### src/rtl/cdr_pkg.sv
`default_nettype none
// ============================================================================
// Module      : cdr_pkg
// Description : Shared types and default constants for the CDR phase control.
// Revision    : 1.0 - initial release
// ============================================================================
package cdr_pkg;

    typedef enum logic [1:0] {
        IDLE  = 2'd0,
        ACQ   = 2'd1,
        TRACK = 2'd2
    } cdr_state_e;

    typedef enum logic [1:0] {
        ON    = 2'd0,
        LATE  = 2'd1,
        AMBIG = 2'd2,
        EARLY = 2'd3
    } edge_class_e;

    localparam int unsigned c_osr_default         = 8;
    localparam int unsigned c_lock_cnt_default    = 16;
    localparam int unsigned c_err_cnt_default     = 4;
    localparam int unsigned c_timeout_cyc_default = 256;

endpackage
`default_nettype wire

### src/rtl/cdr_phase_cnt.sv
`default_nettype none
// ============================================================================
// Module      : cdr_phase_cnt
// Description : Oversampling phase counter with clear/load-1/hold/skip controls
//               and classifier of the current phase as an edge position.
// Revision    : 1.0 - initial release
// ============================================================================
module cdr_phase_cnt
    import cdr_pkg::*;
#(
    parameter  int unsigned OSR = c_osr_default,
    localparam int unsigned PW  = $clog2(OSR)
) (
    input  logic          clk_ref_i,
    input  logic          rst_i,
    input  logic          clr_i,
    input  logic          run_i,
    input  logic          load1_i,
    input  logic          hold_i,
    input  logic          skip_i,
    output logic [PW-1:0] ph_o,
    output edge_class_e   class_o
);

    localparam logic [PW-1:0] c_last    = PW'(OSR - 1);
    localparam logic [PW-1:0] c_last_m1 = PW'(OSR - 2);
    localparam logic [PW-1:0] c_half    = PW'(OSR / 2);

    logic [PW-1:0] ph_q;
    logic [PW-1:0] ph_d;
    logic [PW-1:0] w_inc;
    logic [PW-1:0] w_skip;

    always_comb begin
        w_inc = (ph_q == c_last) ? '0 : ph_q + PW'(1);
        // Explicit wrap keeps the skip correct for non-power-of-two ratios.
        if (ph_q == c_last) begin
            w_skip = PW'(1);
        end else if (ph_q == c_last_m1) begin
            w_skip = '0;
        end else begin
            w_skip = ph_q + PW'(2);
        end

        ph_d = ph_q;
        if (clr_i) begin
            ph_d = '0;
        end else if (load1_i) begin
            ph_d = PW'(1);
        end else if (hold_i) begin
            ph_d = ph_q;
        end else if (skip_i) begin
            ph_d = w_skip;
        end else if (run_i) begin
            ph_d = w_inc;
        end

        if (ph_q == '0) begin
            class_o = ON;
        end else if (ph_q < c_half) begin
            class_o = LATE;
        end else if (ph_q == c_half) begin
            class_o = AMBIG;
        end else begin
            class_o = EARLY;
        end
    end

    always_ff @(posedge clk_ref_i) begin
        if (rst_i) begin
            ph_q <= '0;
        end else begin
            ph_q <= ph_d;
        end
    end

    assign ph_o = ph_q;

endmodule
`default_nettype wire

### src/rtl/cdr_phase_ctrl.sv
`default_nettype none
// ============================================================================
// Module      : cdr_phase_ctrl
// Description : CDR phase controller: acquisition/tracking FSM, lock, error and
//               timeout counters, mid-bit sampling of the recovered data.
// Revision    : 1.0 - initial release
// ============================================================================
module cdr_phase_ctrl
    import cdr_pkg::*;
#(
    parameter int unsigned OSR         = c_osr_default,
    parameter int unsigned LOCK_CNT    = c_lock_cnt_default,
    parameter int unsigned ERR_CNT     = c_err_cnt_default,
    parameter int unsigned TIMEOUT_CYC = c_timeout_cyc_default
) (
    input  logic                    clk_ref_i,
    input  logic                    rst_i,
    input  logic                    en_i,
    input  logic                    edge_out_bar_i,
    input  logic                    data_i,
    output logic                    sample_en_o,
    output logic                    data_o,
    output logic                    data_valid_o,
    output logic                    locked_o,
    output logic [$clog2(OSR)-1:0]  phase_o
);

    localparam int unsigned PW = $clog2(OSR);
    localparam int unsigned GW = $clog2(LOCK_CNT + 1);
    localparam int unsigned EW = $clog2(ERR_CNT + 1);
    localparam int unsigned IW = $clog2(TIMEOUT_CYC + 1);

    localparam logic [PW-1:0] c_half     = PW'(OSR / 2);
    localparam logic [PW-1:0] c_last     = PW'(OSR - 1);
    localparam logic [GW-1:0] c_good_max = GW'(LOCK_CNT);
    localparam logic [EW-1:0] c_err_max  = EW'(ERR_CNT);
    localparam logic [IW-1:0] c_idle_max = IW'(TIMEOUT_CYC);

    cdr_state_e    state_q, state_d;
    logic [GW-1:0] good_cnt_q, good_cnt_d;
    logic [EW-1:0] err_cnt_q, err_cnt_d;
    logic [IW-1:0] idle_cnt_q, idle_cnt_d;
    logic          data_q, data_d;
    logic          data_valid_q, data_valid_d;

    logic          w_edge, w_err_ok, w_sample, w_timeout;
    logic [IW-1:0] w_idle_inc;
    logic [PW-1:0] w_ph;
    edge_class_e   w_class;
    logic          w_clr, w_run, w_load1, w_hold, w_skip;

    cdr_phase_cnt #(
        .OSR (OSR)
    ) u_phase_cnt (
        .clk_ref_i (clk_ref_i),
        .rst_i     (rst_i),
        .clr_i     (w_clr),
        .run_i     (w_run),
        .load1_i   (w_load1),
        .hold_i    (w_hold),
        .skip_i    (w_skip),
        .ph_o      (w_ph),
        .class_o   (w_class)
    );

    assign w_edge     = en_i & ~edge_out_bar_i;
    assign w_err_ok   = (w_ph == '0) || (w_ph == PW'(1)) || (w_ph == c_last);
    assign w_idle_inc = (idle_cnt_q == c_idle_max) ? idle_cnt_q : idle_cnt_q + IW'(1);
    // Fires on the edgeless cycle that brings the idle count up to the limit.
    assign w_timeout  = (w_idle_inc == c_idle_max);
    assign w_sample   = ((state_q == ACQ) || (state_q == TRACK)) && (w_ph == c_half);

    always_comb begin
        state_d    = state_q;
        good_cnt_d = good_cnt_q;
        err_cnt_d  = err_cnt_q;
        idle_cnt_d = idle_cnt_q;
        w_clr      = 1'b0;
        w_run      = 1'b0;
        w_load1    = 1'b0;
        w_hold     = 1'b0;
        w_skip     = 1'b0;

        case (state_q)
            IDLE: begin
                w_clr      = 1'b1;
                good_cnt_d = '0;
                err_cnt_d  = '0;
                idle_cnt_d = '0;
                if (en_i) begin
                    state_d = ACQ;
                end
            end
            ACQ: begin
                w_run = 1'b1;
                if (w_edge) begin
                    w_load1    = 1'b1;
                    idle_cnt_d = '0;
                    if (w_class == ON) begin
                        if (good_cnt_q != c_good_max) begin
                            good_cnt_d = good_cnt_q + GW'(1);
                        end
                        if (good_cnt_d == c_good_max) begin
                            state_d   = TRACK;
                            err_cnt_d = '0;
                        end
                    end else begin
                        good_cnt_d = '0;
                    end
                end else if (w_timeout) begin
                    good_cnt_d = '0;
                    err_cnt_d  = '0;
                    idle_cnt_d = '0;
                end else begin
                    idle_cnt_d = w_idle_inc;
                end
            end
            TRACK: begin
                w_run = 1'b1;
                if (w_edge) begin
                    idle_cnt_d = '0;
                    w_hold     = (w_class == LATE);
                    w_skip     = (w_class == EARLY);
                    if (w_err_ok) begin
                        err_cnt_d = '0;
                    end else if (err_cnt_q != c_err_max) begin
                        err_cnt_d = err_cnt_q + EW'(1);
                    end
                    if (err_cnt_d == c_err_max) begin
                        state_d    = ACQ;
                        good_cnt_d = '0;
                        err_cnt_d  = '0;
                        idle_cnt_d = '0;
                    end
                end else if (w_timeout) begin
                    state_d    = ACQ;
                    good_cnt_d = '0;
                    err_cnt_d  = '0;
                    idle_cnt_d = '0;
                end else begin
                    idle_cnt_d = w_idle_inc;
                end
            end
            default: begin
                state_d = IDLE;
            end
        endcase

        if (!en_i) begin
            state_d    = IDLE;
            good_cnt_d = '0;
            err_cnt_d  = '0;
            idle_cnt_d = '0;
            w_clr      = 1'b1;
        end

        data_d       = data_q;
        data_valid_d = 1'b0;
        if (w_sample) begin
            data_d       = data_i;
            data_valid_d = (state_q == TRACK);
        end
        if (state_d == IDLE) begin
            data_d       = 1'b0;
            data_valid_d = 1'b0;
        end
    end

    always_ff @(posedge clk_ref_i) begin
        if (rst_i) begin
            state_q      <= IDLE;
            good_cnt_q   <= '0;
            err_cnt_q    <= '0;
            idle_cnt_q   <= '0;
            data_q       <= 1'b0;
            data_valid_q <= 1'b0;
        end else begin
            state_q      <= state_d;
            good_cnt_q   <= good_cnt_d;
            err_cnt_q    <= err_cnt_d;
            idle_cnt_q   <= idle_cnt_d;
            data_q       <= data_d;
            data_valid_q <= data_valid_d;
        end
    end

    assign sample_en_o  = w_sample;
    assign data_o       = data_q;
    assign data_valid_o = data_valid_q;
    assign locked_o     = (state_q == TRACK);
    assign phase_o      = w_ph;

endmodule
`default_nettype wire

### config.mk
export PLATFORM = sky130hd
export DESIGN_NAME = cdr_phase_ctrl
export DESIGN_NICKNAME = d
export VERILOG_FILES = /design/src/rtl/cdr_pkg.sv /design/src/rtl/cdr_phase_cnt.sv /design/src/rtl/cdr_phase_ctrl.sv
export SDC_FILE = /design/constraint.sdc
export NUM_CORES = 1
export LEC_CHECK = 0
export ABC_AREA = 1
export BUFFER_PORTS_ARGS = -buffer_cell sky130_fd_sc_hd__buf_4
export CAP_MARGIN = 10
export CORE_MARGIN = 2
export CORE_UTILIZATION = 55
export DETAILED_ROUTE_END_ITERATION = 10
export PLACE_DENSITY = 0.74
export SLEW_MARGIN = 20
export SYNTH_ARGS = -nofsm -noshare
export SYNTH_HDL_FRONTEND = slang
export SYNTH_SLANG_ARGS = --single-unit
### constraint.sdc
create_clock -name clk_ref_i -period 5.44 [get_ports clk_ref_i]
set_clock_uncertainty 0.15 [all_clocks]
set_input_delay 0.816 -clock clk_ref_i [delete_from_list [all_inputs] [get_ports clk_ref_i]]
set_output_delay 0.816 -clock clk_ref_i [all_outputs]
set_load 0.05 [all_outputs]
==> metrics.txt <==
CTS sink cnt 24; Worst Hold Launch err_cnt_q[1]; worst-case vdd ir drop 0.138 mV; synth cell count leaders nand2_1 (82), inv_1 (37), nor2_1 (27); vias in the first global route roughly 1500; die area 0.00360 mm2; RR Endpoint good_cnt_q[0]; Inserted Clock Buffers 3; # IOs 12; FF+latch count, synth 24; setup_tns 0 ns; via count around 1700; Hold Path Class flip-flop to flip-flop; count leader, synth nand2_1; top cells by area, synth dfxtp_1 (28%), nand2_1 (18%), ha_1 (11%), inv_1 (8.1%), a21oi_1 (6.4%); Switch Pwr between 0.06 and 0.07 mW; Cells after DPL approximately 330; Post-synth EDFFs 0; RSZ-0062 raised after global routing no; Final GP Congestion just over 0.8; final wirelength between 3000 and 4000 um; CTS tree done; Slew HR around a third; Seq/Total Area, Yosys between 20% and 30%; Highest Clock Rate 0.344 GHz; reg-to-reg setup timing slack roughly 3 ns; reg2reg start u_phase_cnt.ph_o[0]; P_int approximately 0.22 mW; final worst path period share a little over half; ANT cells 0; FP Rows 20; Finished Layout Cells about 330; Die Wd 60.0 um; DRC viols 0; YS warnings 0; post-route antenna net violation count 0; post-route minimum period a little under 3 ns; Synth cell types 28; cell accounting for the most synthesized area dfxtp_1; Initial Util 56.9%; Die Y-Extent between 50 and 60 um; DPL Wire Length ~2600 um; status finished, final reports clean; crit path kind flip-flop to output pin; sequential fraction of design power 60.3%; grt ovf 0; clock root cell clkbuf_4; Mapped Area ~0.0017 mm2; Core Box Area ~0.003 mm2; syn_nets just under 300; Setup Buffers After CTS 0; WHS Endpoint err_cnt_q[1]; Hold Path Depth 2; nets between 300 and 400; logic gate share of total power under 10%; post-DR vias/cell approximately 5.1; largest net degree at the start of global routing 20; Post-Syn Instances 272; Seq. cell area 480 um2; arrival time of the worst setup path a little under 2 ns; Post-CTS Hold Buffers 0; fillcell total 305; clock buffer depth 2; leak pwr between 0.8 and 0.9 nW; worst-case reg-to-reg path depth 12; max-cap check violation count 0; Setup crit start kind flip-flop; fraction of layout cells with a size suffix above 1 8.77%; worst-path fanout max 5; Hold Fails Final Rpt 0; switch share 23.7%; Post-synth ARST share 0%; Layout area overhead 9.65%; H-tree levels 1; Avg Inst Size Synth between 6 and 7 um2; Clock transition at path regs 0.13 ns; global-route wire length before repair between 6000 and 7000 um; Worst Tran Pin Value a little under 1 ns; Initial DRC Count 76; Yosys top cell area share approximately 28%; Port Buffer Count 11; Multi-input gate area between 0.001 and 0.0015 mm2; # setup viols final 0; CP required 4.47 ns; Max Slew Vio Count 0; router iterations before antenna repair 4; Critical Path End Type output pin; Hold Slack about 0.35 ns; GRT Util Overall 21.6%; initial antenna violation count 0; Primary FF master, synth dfxtp_1; clock share of power approximately a third; power per cell area 156 mW/mm2; wire length per cell 10.2 um; CTS resizes 0; clk_lat worst skew 0.32 ns
## cells in the final DEF, fill, tap and decap left out, drive strengths merged, types with 2 or more instances in the layout
| cell | instances |
|---|---|
| a21oi | 22 |
| buf | 11 |
| clkbuf | 4 |
| dfxtp | 24 |
| ha | 15 |
| inv | 39 |
| nand2 | 84 |
| nand3 | 22 |
| nand4 | 5 |
| nor2 | 29 |
| nor3 | 6 |
| o21ai | 6 |
| or2 | 2 |
| xnor2 | 2 |
| xor2 | 5 |
## power groups by stage
stage                     registers, mW  clock network (mW)  logic [mW]
after floorplan                   0.182                   0      0.0142
after global placement            0.181                   0      0.0204
after detailed placement          0.181                   0      0.0205
after CTS                         0.178              0.0983      0.0206
after global routing              0.178               0.105      0.0235
final                             0.178              0.0961      0.0206
## logic make-up (layout without fill, tap and decap cells)
family	count (synthesis)	in the layout	synth area share, %
and+or+nand+nor	152	152	38.3
buffers and inverters	42	55	9.14
AOI/OAI and AO/OA	31	31	9.65
DFF	24	24	27.9
adders and majority gates	15	15	10.9
xor gates and xnor gates	7	7	3.56
muxes	1	1	0.581
## sequential cells by signal, indices dropped and copies added, names as in the netlist
signal / cells
state_q: 2
err_cnt_q: 3
good_cnt_q: 5
data_o: 1
idle_cnt_q: 9
u_phase_cnt.ph_o: 3
data_valid_o: 1
## cell type report
| class | instances | area share (%) |
|---|---|---|
| inverter | 40 | 7.94 |
| sequential | 24 | 25.4 |
| tap | 44 | 2.91 |
| multi-input combinational | 206 | 57.4 |
| clock buffer | 4 | 1.92 |
| timing repair buffer | 11 | 4.37 |
## layer usage
metal / up-vias / share of wire (%) / GRT usage [%]
li1: 897 / - / -
met1: 733 / 53 / 28.8
met2: 39 / 42 / 36.3
met3: 2 / 3.8 / 3.90
met4: 0 / 0.56 / 4.44
met5: - / 0 / 0
## worst max path at each step
stage	from	to	slack [ns]	cells after the start
6_report	state_q[0]	sample_en_o	2.53	5
5_1_grt	state_q[0]	sample_en_o	2.38	5
4_1_cts	state_q[0]	sample_en_o	2.49	5
3_5_place_dp	en_i	u_phase_cnt.ph_o[2]	2.88	6
3_3_place_gp	state_q[0]	sample_en_o	2.86	5
2_1_floorplan	u_phase_cnt.ph_o[0]	sample_en_o	2.39	4
## per-stage QoR
step | util [%] | worst slack, ns | power [mW] | area [um2]
after floorplan | - | 2.39 | 0.196 | 1720
after global placement | 61.2 | 2.86 | 0.202 | 1850
after detailed placement | 61.2 | 2.88 | 0.202 | 1850
after CTS | 62.4 | 2.49 | 0.296 | 1890
after global routing | 62.4 | 2.38 | 0.307 | 1890
final | 62.4 | 2.53 | 0.294 | 1890
## critical path, cell delays in order, from the launching register on
cell and delay (ns):
dfxtp_1 0.42, inv_1 0.08, ha_1 0.33, inv_1 0.10, nor3_1 0.40, buf_4 0.28
No activity file was read; power rests on OpenSTA's default activity.
